--- src/rtl/program_loader.sv ---
// Boot loader: unpacks a length-prefixed, XOR-checksummed byte stream into RAM words
// starting at address 0, holding the core stalled until a good image has landed.
module program_loader_lane (
  input  logic       clk,
  input  logic       rst_n,
  input  logic       load,
  input  logic [7:0] din,
  output logic [7:0] q
);
  always_ff @(posedge clk or negedge rst_n) begin
    if (!rst_n)    q <= '0;
    else if (load) q <= din;
  end
endmodule

module program_loader #(
  parameter int WORD_SIZE    = 64,
  parameter int ADDRESS_SIZE = 20,
  parameter int ADDR_STRIDE  = 4,
  parameter int MAX_WORDS    = 1024
) (
  input  logic                    clk,
  input  logic                    rst_n,
  input  logic                    start,
  input  logic [7:0]              in_data,
  input  logic                    in_valid,
  output logic                    in_ready,
  output logic [ADDRESS_SIZE-1:0] mem_address,
  output logic [WORD_SIZE-1:0]    mem_data_in,
  output logic                    mem_write_en,
  output logic                    cpu_hold,
  output logic                    done,
  output logic                    error,
  output logic [15:0]             words_loaded
);
  localparam int NB = WORD_SIZE / 8;
  localparam int IW = (NB > 1) ? $clog2(NB) : 1;
  localparam logic [15:0]    MAXW   = 16'(MAX_WORDS);
  localparam logic [IW-1:0]  LASTB  = IW'(NB - 1);

  typedef enum logic [2:0] {IDLE, LEN_LO, LEN_HI, DATA, WRITE, CHECK, DONE, ERROR} state_t;
  state_t state, stateNext;

  logic [15:0]          wordCount;
  logic [15:0]          lenFull;
  logic [15:0]          wordsNext;
  logic [IW-1:0]        byteIdx;
  logic [7:0]           xorAcc;
  logic                 xfer;
  logic                 arm;
  logic [NB-1:0]        laneLoad;
  logic [NB-1:0][7:0]   wordLanes;

  assign xfer      = in_valid && in_ready;
  assign lenFull   = {in_data, wordCount[7:0]};
  assign wordsNext = words_loaded + 16'd1;
  assign arm       = start && (state == IDLE || state == DONE || state == ERROR);

  always_ff @(posedge clk or negedge rst_n) begin
    if (!rst_n) state <= IDLE;
    else        state <= stateNext;
  end

  // Handshake and status outputs depend on state only.
  always_comb begin
    stateNext    = state;
    in_ready     = 1'b0;
    mem_write_en = 1'b0;
    cpu_hold     = 1'b1;
    done         = 1'b0;
    error        = 1'b0;
    case (state)
      IDLE:   if (start) stateNext = LEN_LO;
      LEN_LO: begin
        in_ready = 1'b1;
        if (in_valid) stateNext = LEN_HI;
      end
      LEN_HI: begin
        in_ready = 1'b1;
        if (in_valid) begin
          if (lenFull > MAXW)      stateNext = ERROR;
          else if (lenFull == '0)  stateNext = CHECK;
          else                     stateNext = DATA;
        end
      end
      DATA: begin
        in_ready = 1'b1;
        if (in_valid && byteIdx == LASTB) stateNext = WRITE;
      end
      WRITE: begin
        mem_write_en = 1'b1;
        stateNext    = (wordsNext == wordCount) ? CHECK : DATA;
      end
      CHECK: begin
        in_ready = 1'b1;
        if (in_valid) stateNext = (in_data == xorAcc) ? DONE : ERROR;
      end
      DONE: begin
        done     = 1'b1;
        cpu_hold = 1'b0;
        if (start) stateNext = LEN_LO;
      end
      ERROR: begin
        error = 1'b1;
        if (start) stateNext = LEN_LO;
      end
      default: stateNext = IDLE;
    endcase
  end

  always_ff @(posedge clk or negedge rst_n) begin
    if (!rst_n) begin
      wordCount    <= '0;
      byteIdx      <= '0;
      xorAcc       <= '0;
      mem_address  <= '0;
      words_loaded <= '0;
    end else begin
      if (arm) begin
        words_loaded <= '0;
        mem_address  <= '0;
        xorAcc       <= '0;
      end
      if (state == LEN_LO && xfer) wordCount[7:0] <= in_data;
      if (state == LEN_HI && xfer) begin
        wordCount[15:8] <= in_data;
        byteIdx         <= '0;
      end
      if (state == DATA && xfer) begin
        xorAcc  <= xorAcc ^ in_data;
        byteIdx <= (byteIdx == LASTB) ? '0 : byteIdx + 1'b1;
      end
      if (state == WRITE) begin
        mem_address  <= mem_address + ADDRESS_SIZE'(ADDR_STRIDE);
        words_loaded <= wordsNext;
      end
    end
  end

  for (genvar g = 0; g < NB; g++) begin : gLane
    assign laneLoad[g] = (state == DATA) && xfer && (byteIdx == IW'(g));
    program_loader_lane uLane (
      .clk  (clk),
      .rst_n(rst_n),
      .load (laneLoad[g]),
      .din  (in_data),
      .q    (wordLanes[g])
    );
  end

  assign mem_data_in = wordLanes;
endmodule

--- config.mk ---
export PLATFORM = sky130hd
export DESIGN_NAME = program_loader
export DESIGN_NICKNAME = d
export VERILOG_FILES = /design/src/rtl/program_loader.sv
export SDC_FILE = /design/constraint.sdc
export NUM_CORES = 1
export LEC_CHECK = 0
export BUFFER_PORTS_ARGS = -buffer_cell sky130_fd_sc_hd__buf_2
export CAP_MARGIN = 20
export CORE_ASPECT_RATIO = 0.5
export CORE_MARGIN = 8
export CORE_UTILIZATION = 51
export DETAILED_ROUTE_END_ITERATION = 12
export GPL_TIMING_DRIVEN = 0
export PLACE_DENSITY = 0.77
export SLEW_MARGIN = 25
export SYNTH_ARGS = -nofsm -noshare
export SYNTH_HDL_FRONTEND = slang
export SYNTH_HIERARCHICAL = 1
export SYNTH_SLANG_ARGS = --single-unit
--- constraint.sdc ---
create_clock -name clk -period 2.3 [get_ports clk]
set_clock_uncertainty 0.1 [all_clocks]
set_input_delay 0.23 -clock clk [delete_from_list [all_inputs] [get_ports clk]]
set_output_delay 0.23 -clock clk [all_outputs]
set_load 0.005 [all_outputs]
---- Yosys cells after proc, flatten, opt, wreduce, memory -nomap -nowiden ----
Cells that the tools add are included.
storage, ports and cells
  input bits .............................. 12
  word-level logic and storage cells ...... 90
  bits in registers ....................... 130
  output and inout bits ................... 105
cells by class
  $add $sub $neg .......................... 3
  reductions and logical operators ........ 25
  muxes and demuxes ....................... 24
  bitwise logic cells ..................... 1
  $lt $le $gt $ge ......................... 1
  equality and inequality tests ........... 21
operators with widths
  cell                                                                     count
  20-bit two-way mux                                                       2
  3-bit two-way mux                                                        11
  16-bit two-way mux                                                       2
  3-bit == test (second input constant)                                    8
  20-bit by 3-bit adder with 20-bit output (second input constant)         1
  3-bit case mux with 6 select lines                                       1
  16-bit by 1-bit adder with 16-bit output (second input constant)         1
  16-bit == test                                                           1
  16-bit by 11-bit > comparator with 1-bit output (second input constant)  1
  16-bit logical NOT                                                       1
  8-bit two-way mux                                                        2
  1-bit logical AND                                                        14
  3-bit by 2-bit == test with 1-bit output (second input constant)         4
  8-bit == test                                                            1
  2-bit inequality test (second input constant)                            4
  8-bit bitwise XOR                                                        1
  3-bit by 1-bit == test with 1-bit output (second input constant)         2
  3-bit logical NOT                                                        2
  1-bit two-way mux                                                        6
  2-bit nonzero test                                                       3
  5-bit AND reduction                                                      1
  4-bit OR reduction                                                       1
  3-bit by 1-bit adder with 3-bit output (second input constant)           1
  3-bit OR reduction                                                       1
  other kinds (2)                                                          3

---- Logic depth before layout (Yosys ltp) ----
Gate-level depths: netlist of the first run.
  depth in word-level cells ............... 7
  depth in mapped cells ................... 9
  mapped depth without buffers ............ 8

---- Modules after synthesis ----
The synthesis of the first run kept the hierarchy.
modules (own cells, without submodules)
  module               instances  area each (um^2)  cells an instance  sequential area each (um^2)
  program_loader       1          3823.7            425                1601.5
  program_loader_lane  8          331.6             17                 200.2

---- Worst setup path after synthesis of the first run ----
Ideal clock, no wire load.
  kind .................................... reg-to-reg
  from .................................... register words_loaded[0]
  to ...................................... register state[1]
  clock period less this slack ............ 2.544 ns
  cell stages (with the launch flop) ...... 8
  buffers on the path ..................... 0
  data required time ...................... 2.081 ns
  data arrival time ....................... 2.325 ns
  setup time .............................. 0.119 ns
  path slack .............................. -0.244 ns
  path through ............................ dfrtp_1 > ha_1 > xor3_1 > or3_1 > mux2i_1 > a222oi_1 > or4_1 > a21bo_1
between the ends
  word-level cells in the longest chain between the ends .. 4
RTL lines
  item                                      line  RTL
  start: declaration                        34    output logic [15:0] words_loaded
  start signal: assignment                  135   words_loaded <= wordsNext;
  16-bit by 1-bit adder with 16-bit output  56    assign wordsNext = words_loaded + 16'd1;
  16-bit == test                            92    stateNext = (wordsNext == wordCount) ? CHECK : DATA;
  3-bit two-way mux                         92
  3-bit case mux with 6 select lines        72    case (state)
  end signal: assignment                    61    else state <= stateNext;
  end: declaration                          42    state_t state, stateNext;
No other way between the ends.
A chain may end at the register's enable or synchronous reset.

---- Worst setup path in the final report of the first run ----
  from .................................... register words_loaded[6]
  to ...................................... register state[1]
The elaborated chain is that of the path after synthesis.

==> flow_metrics.tcl, run 1 <==
set metrics [dict create \
    status "finished with violations" \
    violations "negative setup slack" \
    setup_tns_ps -172 \
    maxSlewViolCount 0 \
    holdWs_ps 156 \
    min_period_ps 2430 \
    hold_viol 0 \
    grt_pass1_wl_um 28100 \
    drv_cap 0 \
    dp.final_hpwl_um 11000 \
    synth.area.top_cells "dfrtp_1 (49%), mux2_4 (15%), o21ai_0 (3.2%)" \
    arrival_ps 2630 \
    wl_per_cell_um 19.0 \
    p_int_mw 6.17 \
    cts_root_buffer "clkbuf_16" \
    grt_setup_unrepaired "yes" \
    start_util_pct 51.7 \
    cts_tree "done" \
    htree_levels 4 \
    yosysWarnings 6 \
    ios 117 \
    multi_input_area_sq_mm 0.00312 \
    p_comb_share_pct 31.7 \
    n_fill_cell 970 \
    grt_overflow 0 \
    hold_end "xorAcc[0]$_DFFE_PN0P_" \
    power_frac_clock_pct 30.5 \
    stdcell_area_sq_mm 0.00822 \
    num_vias 5052 \
    nets 737 \
    tightest_slew_ps 678 \
    post-route-period-util_pct 106 \
    dr.pass1.iters 7 \
    antenna_cells 0 \
    yosysTopAreaCell "dfrtp_1" \
    hp-start "in_data[0]" \
    reg2reg_to "state[1]$_DFFE_PN0P_" \
    syn_inst 561 \
    regArea_sq_mm 0.00322 \
    post-route-drc-count 0 \
    min_path_cells 3 \
    finalSetupViolCount 2 \
    pwr-share-seq_pct 37.8 \
    p_sw_mw 2.93 \
    fp.dieH_um 95.7 \
    path_clk_slew_ps 60 \
    reg2regPathDepth 6 \
    fin_ws_ps -129 \
    clk_latency_ps 410 \
    hold_path.class "input port to flip-flop" \
    dpl_worst_slack_ps -437 \
    synth_seq_cells 128 \
    synthTopCellsByCount "dfrtp_1 (128), mux2_4 (64), nand2_1 (51)" \
    fmax_mhz 412 \
    r2r-start "words_loaded[6]$_DFFE_PN0P_" \
    ir_worst_vdd_uv 610 \
    synth_cell_type_count 55 \
    synthToLayoutAreaGrowth_pct 26.9 \
    yosysSeqAreaShare_pct 49.5 \
    syn_area_per_cell_sq_um 11.5 \
    grt_pass1_vias 5388 \
    worst-path-max-fanout 9 \
    dpl-instance-area_sq_mm 0.00734 \
    drive_gt1_share_pct 40.7 \
    power_mw 9.10 \
    port_buffers 114 \
    grt_usage_pct 21.0 \
    synth_async_sr_flop_share_pct 100 \
    switching_share_pct 32.2 \
    yosysTopAreaCellShare_pct 49.5 \
    die_x_um 175 \
    critPathRequiredTime_ps 2500 \
    vias_per_cell 5.61 \
    start_kind "flip-flop" \
    synth_edf_count 0 \
    cts_buffers 17 \
    cts_sinks 128 \
    relSlewSlack_pct 54.7 \
    netlist_area_sq_mm 0.00648 \
    synth.most_common_cell "dfrtp_1" \
    rows 29 \
    leakage_nw 4.13 \
    routed_wl_um 17100 \
    die-area_sq_mm 0.0168 \
    rrSetupSlack_ps -130 \
    grt_max_degree 66 \
    synth_ff_type "dfrtp_1" \
    drtIter0Drc 324 \
    crit_type "flip-flop to flip-flop" \
    core_region_area_sq_mm 0.0125 \
    antenna_found_initial 0 \
    power.density_mw_per_mm2 1110 \
    end_kind "flip-flop" \
    cts.path.max_buffers 2 \
    place_congestion 0.961 \
    drtAntennaViolNets 0 \
]
## state kept, by name, indices dropped and copies added, names as in the netlist
register,flops
xorAcc,8
words_loaded,16
gLane.uLane/q,64
mem_address,18
state,3
byteIdx,3
wordCount,16
## cell type report
class,instances,area share (%)
plain buffers,26,2.60
clock buffers,18,5.22
clock inverters,14,2.21
inverters,11,0.503
multi-input cells,393,38.0
flip-flops and latches,128,39.1
well taps,170,2.59
repair buffers,140,9.76
## cells in the final DEF (no fill, tap or decap), types with 3 or more instances in the layout
cell | Yosys | routed
nor4_1 | 4 | 4
inv_1 | 11 | 11
mux2_4 | 64 | 64
mux2i_1 | 9 | 9
nand2b_1 | 8 | 8
o21ai_0 | 42 | 42
clkbuf_1 | 15 | 7
a21oi_1 | 7 | 7
o31ai_1 | 7 | 7
clkinvlp_4 | 0 | 3
clkinv_4 | 0 | 3
ha_1 | 8 | 7
buf_4 | 3 | 25
and4_1 | 6 | 6
o21ai_1 | 15 | 14
buf_2 | 3 | 115
buf_6 | 8 | 14
nor3_1 | 10 | 9
mux2_2 | 16 | 16
clkbuf_16 | 0 | 17
a21o_1 | 3 | 3
dfrtp_1 | 128 | 118
and2_1 | 5 | 4
and3_1 | 14 | 14
dfrtp_2 | 0 | 10
o211ai_1 | 3 | 3
xnor2_1 | 12 | 12
inv_6 | 0 | 3
xor2_1 | 14 | 14
nor2_1 | 30 | 29
nand3_1 | 19 | 18
nand2_1 | 51 | 50
bufinv_16 | 0 | 3
nand4_1 | 11 | 11
## logic make-up (layout without fill, tap and decap cells)
family / Yosys count / after routing / synth area share (%)
fa+ha+maj: 8 / 8 / 1.55
buf+inv: 41 / 209 / 3.54
simple gates: 173 / 173 / 13.7
compound gates: 94 / 94 / 8.81
other cells: 1 / 2 / 0.0579
flops: 128 / 128 / 49.5
mux: 89 / 89 / 19.0
xor+xnor: 27 / 27 / 3.88
## power groups by stage
stage	registers [mW]	clock network, mW	logic (mW)
detailed placement	3.41	0	2.73
floorplan	3.35	0	1.79
global placement	3.40	0	2.63
global route	3.52	2.91	3.17
finish	3.44	2.77	2.89
CTS	3.43	2.81	2.87
## critical path, cell delays in order, from the launching register on
cell	delay [ps]
dfrtp_2	460
and3_1	230
or3b_1	420
a221oi_2	270
o211ai_1	120
or4_4	520
a21bo_1	180
## worst max-delay path by stage
stage,cells after the start,from,end
floorplan,8,words_loaded[0]$_DFFE_PN0P_,state[1]$_DFFE_PN0P_
global placement,1,rst_n,words_loaded[0]$_DFFE_PN0P_
detailed placement,8,state[2]$_DFFE_PN0P_,words_loaded[9]$_DFFE_PN0P_
CTS,8,words_loaded[0]$_DFFE_PN0P_,state[1]$_DFFE_PN0P_
global route,8,words_loaded[1]$_DFFE_PN0P_,state[1]$_DFFE_PN0P_
finish,6,words_loaded[6]$_DFFE_PN0P_,state[1]$_DFFE_PN0P_
## per-layer routing
layer	up-vias	wire length (um)	GRT usage (%)
met2	173	8210	35.6
met1	2537	7700	26.4
met4	0	206	7.01
li1	2320	-	-
met5	-	0	0
met3	22	975	5.06
## metrics by stage
stage / cells / utilization (%)
5_1_grt: 900 / 65.6
3_3_place_gp: 846 / 58.3
6_report: 900 / 65.6
4_1_cts: 899 / 65.5
3_5_place_dp: 847 / 58.6
2_1_floorplan: 562 / -
## timing repair
action                                  CTS  global route
endpoints found under the hold margin    64             0
hold buffers                              1             0
endpoints found under the setup margin  106            29
setup buffers                            21             3
pin swaps                                 4             6
cloned                                    0             0
resized for setup                        32             8
Power figures use the tool's default switching activity.
==> inputs of run 2 (changes only) <==
--- a/config.mk
+++ b/config.mk
@@ -8,7 +8,6 @@
 export BUFFER_PORTS_ARGS = -buffer_cell sky130_fd_sc_hd__buf_2
 export CAP_MARGIN = 20
 export CORE_ASPECT_RATIO = 0.5
-export CORE_MARGIN = 8
 export CORE_UTILIZATION = 51
 export DETAILED_ROUTE_END_ITERATION = 12
 export GPL_TIMING_DRIVEN = 0
==> run 2 against run 1 <==
The flow still finishes with violations (negative setup slack). First-iteration DRC count up 1.2%. Wire length fell by 5.1%. Final cell count down 0.11%. Count of clock-buffer cells in the layout is the same. Critical path type unchanged. Largest cell class unchanged.
==> flow_metrics.tcl, run 2 (synthesis gave the netlist of run 1 again) <==
set metrics [dict create \
    status "finished with violations" \
    violations "negative setup slack" \
    reg_top3 "gLane.uLane/q (64), mem_address (18)" \
    synthToLayoutAreaGrowth_pct 27.8 \
    antenna_cells 0 \
    reg2reg_to "state[1]$_DFFE_PN0P_" \
    critPathRequiredTime_ps 2500 \
    power.density_mw_per_mm2 1100 \
    finalSetupViolCount 2 \
    post-route-drc-count 0 \
    crit_type "flip-flop to flip-flop" \
    grt_overflow 0 \
    worst-path-max-fanout 8 \
    grt_usage_pct 25.7 \
    final_cell_mix "dfrtp_1 (118), buf_2 (114), mux2_4 (64)" \
    dpl-instance-area_sq_mm 0.00733 \
    path_clk_slew_ps 60 \
    post-route-period-util_pct 107 \
    relSlewSlack_pct 55.8 \
    routed_wl_um 16200 \
    grt_max_degree 96 \
    place_congestion 0.941 \
    clk_latency_ps 410 \
    nets 741 \
    hold_end "xorAcc[6]$_DFFE_PN0P_" \
    drv_cap 0 \
    tightest_slew_ps 661 \
    die_x_um 161 \
    vias_per_cell 5.61 \
    start_kind "flip-flop" \
    hp-start "in_data[6]" \
    ios 117 \
    htree_levels 4 \
    fin_ws_ps -150 \
    start_util_pct 53.6 \
    arrival_ps 2650 \
    core_region_area_sq_mm 0.0121 \
    cts_buffers 17 \
    die-area_sq_mm 0.0132 \
    end_kind "flip-flop" \
    drive_gt1_share_pct 41.3 \
    grt_pass1_wl_um 25700 \
    rows 28 \
    reg2regPathDepth 6 \
    port_buffers 114 \
    drtIter0Drc 328 \
    largest_reg_flops 64 \
    cts_sinks 128 \
    wl_per_cell_um 18.0 \
    fmax_mhz 408 \
    grt_setup_unrepaired "yes" \
    min_path_cells 3 \
    drtAntennaViolNets 0 \
    min_period_ps 2450 \
    r2r-start "words_loaded[9]$_DFFE_PN0P_" \
    cts.path.max_buffers 2 \
    grt_pass1_vias 4949 \
    rrSetupSlack_ps -150 \
    hold_viol 0 \
    cts_root_buffer "clkbuf_16" \
    dr.pass1.iters 4 \
    hold_path.class "input port to flip-flop" \
    stdcell_area_sq_mm 0.00828 \
    fp.dieH_um 81.7 \
    mostFrequentLayoutCell "dfrtp_1" \
    num_vias 5039 \
    regMostFlops "gLane.uLane/q" \
    dp.final_hpwl_um 10100 \
    ir_worst_vdd_uv 687 \
    power_mw 9.09 \
    leakage_nw 4.12 \
    dpl_worst_slack_ps -403 \
    antenna_found_initial 0 \
    maxSlewViolCount 0 \
    cts_tree "done" \
]
[run 2: cell types whose count changed in the layout (fill, tap and decap cells not counted), sizes merged]
cell,before,now
inv,15,16
clkinvlp,3,4
clkbuf,27,28
buf,156,159
clkinv,4,2
[run 2: worst max-delay path, cell delays in order (launching register included)]
cell and delay [ps]:
dfrtp_2 450, nand4_1 160, or4_4 530, a221oi_2 230, o211ai_1 130, or4_4 530
a21bo_1 200
[run 2: through the flow]
step / hold slack (ps) / utilization [%] / instances / TNS (ps)
global route: 144 / 68.5 / 899 / -304
CTS: 120 / 68.0 / 894 / -101
global placement: 369 / 60.3 / 841 / -104650
detailed placement: 7.10 / 60.6 / 842 / -11440
finish: 134 / 68.5 / 899 / -216
floorplan: -166 / - / 562 / -52.7
[run 2: area by class of cell]
class	instances	area, sq um
multi-input cells	393	3130
fillers	893	3810
repair buffers	143	821
plain buffers	27	243
flip-flops and latches	128	3220
inverters	11	41.3
well taps	165	206
clock inverters	14	178
clock buffers	18	439
[run 2: how the worst max path moves through the flow]
| stage | cells after the start | slack, ps | startpoint | endpoint |
|---|---|---|---|---|
| global route | 8 | -200 | words_loaded[5]$_DFFE_PN0P_ | state[1]$_DFFE_PN0P_ |
| global placement | 1 | -970 | rst_n | words_loaded[0]$_DFFE_PN0P_ |
| finish | 6 | -150 | words_loaded[9]$_DFFE_PN0P_ | state[1]$_DFFE_PN0P_ |
| floorplan | 8 | -50 | words_loaded[0]$_DFFE_PN0P_ | state[1]$_DFFE_PN0P_ |
| CTS | 6 | -90 | words_loaded[0]$_DFFE_PN0P_ | state[1]$_DFFE_PN0P_ |
| detailed placement | 8 | -400 | state[2]$_DFFE_PN0P_ | words_loaded[9]$_DFFE_PN0P_ |
[run 2: power breakdown]
part | total, mW | switching [mW] | internal [mW]
Clock | 2.82 | 1.07 | 1.75
Combinational | 2.83 | 1.30 | 1.53
Sequential | 3.44 | 0.545 | 2.90
Total | 9.09 | 2.91 | 6.18
[run 2: timing repair]
item	4_1_cts	5_1_grt
buffers inserted	21	6
hold buffers	1	0
endpoints found under the setup margin	85	41
gates resized for setup	33	10
pin swaps	4	4
hold endpoints to repair	128	0
[run 2: metal layers]
| layer | global-route usage [%] | routed length [um] |
|---|---|---|
| met1 | 34.1 | 7350 |
| met2 | 41.9 | 7580 |
| met3 | 6.26 | 1100 |
| met4 | 8.40 | 190 |
| met5 | 0 | 0 |
==> inputs of run 3 (changes only) <==
--- a/config.mk
+++ b/config.mk
@@ -7,7 +7,7 @@
 export LEC_CHECK = 0
 export BUFFER_PORTS_ARGS = -buffer_cell sky130_fd_sc_hd__buf_2
 export CAP_MARGIN = 20
-export CORE_ASPECT_RATIO = 0.5
+export CORE_ASPECT_RATIO = 1.2
 export CORE_UTILIZATION = 51
 export DETAILED_ROUTE_END_ITERATION = 12
 export GPL_TIMING_DRIVEN = 0
==> run 3 against run 2 <==
Register-to-register slack improved by 20 ps. Final cell count decreased by 1.1%. The run still ends with negative setup slack left. Clock power shrank 11%.
==> flow_metrics.tcl, run 3 (synthesis gave the netlist of run 1 again) <==
set metrics [dict create \
    die-area_sq_mm 0.0132 \
    arrival_ps 2630 \
    reg_top3 "gLane.uLane/q (64), mem_address (18)" \
    path_common_cell "or4_4" \
    path_clk_slew_ps 60 \
    relSlewSlack_pct 29.9 \
    ir_worst_vdd_uv 718 \
    grt_pass1_wl_um 26400 \
    dpl-instance-area_sq_mm 0.00732 \
    drtIter0Drc 254 \
    maxSlewViolCount 0 \
    critPathMaxStageDelay_ps 530 \
    grt_usage_pct 25.6 \
    fp.dieH_um 125 \
    grt_setup_unrepaired "yes" \
    htree_levels 4 \
    nets 736 \
    regMostFlops "gLane.uLane/q" \
    wl_per_cell_um 18.2 \
    place_congestion 0.890 \
    violations "negative setup slack" \
    antenna_found_initial 0 \
    path_cells "nand4_1 -> or4_4 -> a221oi_2 -> o211ai_1 -> or4_4 -> a21bo_1" \
    post-route-period-util_pct 106 \
    finalSetupViolCount 3 \
    p_sw_mw 2.85 \
    largest_reg_flops 64 \
    holdWs_ps 120 \
    min_period_ps 2430 \
    cts_tree "done" \
    cp_slowest_cell "or4_4" \
    fin_ws_ps -133 \
    synthToLayoutAreaGrowth_pct 25.8 \
    critPathRequiredTime_ps 2490 \
    worst-path-max-fanout 7 \
    num_vias 5068 \
    switching_share_pct 32.6 \
    die_x_um 105 \
    final_cell_mix "dfrtp_1 (118), buf_2 (113), mux2_4 (64)" \
    grt_max_degree 70 \
    dp.final_hpwl_um 10600 \
    dr.pass1.iters 5 \
    mostFrequentLayoutCell "dfrtp_1" \
    grt_pass1_vias 5216 \
    tightest_slew_ps 1040 \
    drtAntennaViolNets 0 \
    port_buffers 114 \
    cts_sinks 128 \
    ios 117 \
    antenna_cells 0 \
    leakage_nw 4.05 \
    stdcell_area_sq_mm 0.00815 \
    cts.path.max_buffers 2 \
    crit_type "flip-flop to flip-flop" \
    hold_path.class "input port to flip-flop" \
    crit_family "simple AND/OR/NAND/NOR gates" \
    vias_per_cell 5.70 \
    grt_overflow 0 \
    post-route-drc-count 0 \
    power_frac_clock_pct 28.7 \
    worst-path-buf-inv 0 \
    cts_root_buffer "clkbuf_16" \
    pwr-share-seq_pct 39.2 \
    drive_gt1_share_pct 40.8 \
    p_comb_share_pct 32.1 \
    start_util_pct 53.0 \
    power.density_mw_per_mm2 1080 \
    n_fill_cell 935 \
    fmax_mhz 411 \
    fin_util_pct 66.6 \
    p_int_mw 5.91 \
    setup_tns_ps -222 \
    routed_wl_um 16200 \
    end_kind "flip-flop" \
    hold_viol 0 \
    core_region_area_sq_mm 0.0122 \
    clk_latency_ps 420 \
    rows 44 \
    start_kind "flip-flop" \
    status "finished with violations" \
    cts_buffers 17 \
    drv_cap 0 \
]
-- run 3: cell types whose count changed in the layout (fill, tap and decap cells not counted), sizes merged --
cell,before,now
clkinvlp,4,6
buf,159,153
inv,16,11
clkbuf,28,30
clkinv,2,5
bufinv,3,1
-- run 3: power groups by stage --
stage               combinational [mW]  sequential, mW  clock (mW)
global placement                  2.60            3.38           0
finish                            2.81            3.43        2.52
CTS                               2.82            3.43        2.56
floorplan                         1.79            3.35           0
global route                      3.08            3.51        2.67
detailed placement                2.72            3.42           0
-- run 3: layout make-up --
cell class / instances / area [sq um] / area share, %
sequential: 128 / 3220 / 39.5
multi-input combinational: 393 / 3120 / 38.3
timing repair buffer: 139 / 791 / 9.71
clock buffer: 19 / 443 / 5.44
buffer: 26 / 219 / 2.69
tap: 161 / 201 / 2.47
clock inverter: 12 / 115 / 1.41
inverter: 11 / 41.3 / 0.507
-- run 3: metal layers --
metal  GRT usage, %  vias up  part of all wire, %
li1               -     2309                    -
met1           32.1     2534                   41
met2           43.1      199                   51
met3           6.05       26                  6.4
met4           9.61        0                  1.5
met5              0        -                    0
-- run 3: what timing repair did --
| item | CTS | global route |
|---|---|---|
| setup endpoints to repair | 92 | 29 |
| hold buffers | 1 | 0 |
| resized for setup | 30 | 10 |
| pin swaps | 2 | 0 |
| buffers inserted | 20 | 3 |
| endpoints found under the hold margin | 59 | 0 |
-- run 3: per-stage QoR --
stage / worst slack [ps] / power [mW] / instances
detailed placement: -377 / 6.14 / 838
finish: -133 / 8.76 / 889
global placement: -907 / 5.98 / 837
floorplan: -52.7 / 5.14 / 562
CTS: -94.9 / 8.80 / 888
global route: -232 / 9.26 / 889
-- run 3: path summary, 6_finish.rpt --
path | startpoint | to | slack, ps | cells past startpoint
worst max-delay path | words_loaded[10]$_DFFE_PN0P_ | state[1]$_DFFE_PN0P_ | -130 | 6
worst min-delay path | start | mem_address[13]$_DFFE_PN0P_ | 120 | 4
worst max register to register | words_loaded[10]$_DFFE_PN0P_ | state[1]$_DFFE_PN0P_ | -130 | 6
worst min register to register | mem_address[19]$_DFFE_PN0P_ | mem_address[19]$_DFFE_PN0P_ | 380 | 1
max in group asynchronous | rst_n | wordCount[3]$_DFFE_PN0P_ | 1200 | 3
min in group asynchronous | rst_n | words_loaded[9]$_DFFE_PN0P_ | 220 | 2
-- run 3: tightest hold or removal path, stage by stage --
cell and delay (ps):
buf_2 110, o21ai_2 100, nand2_1 80, mux2i_1 60
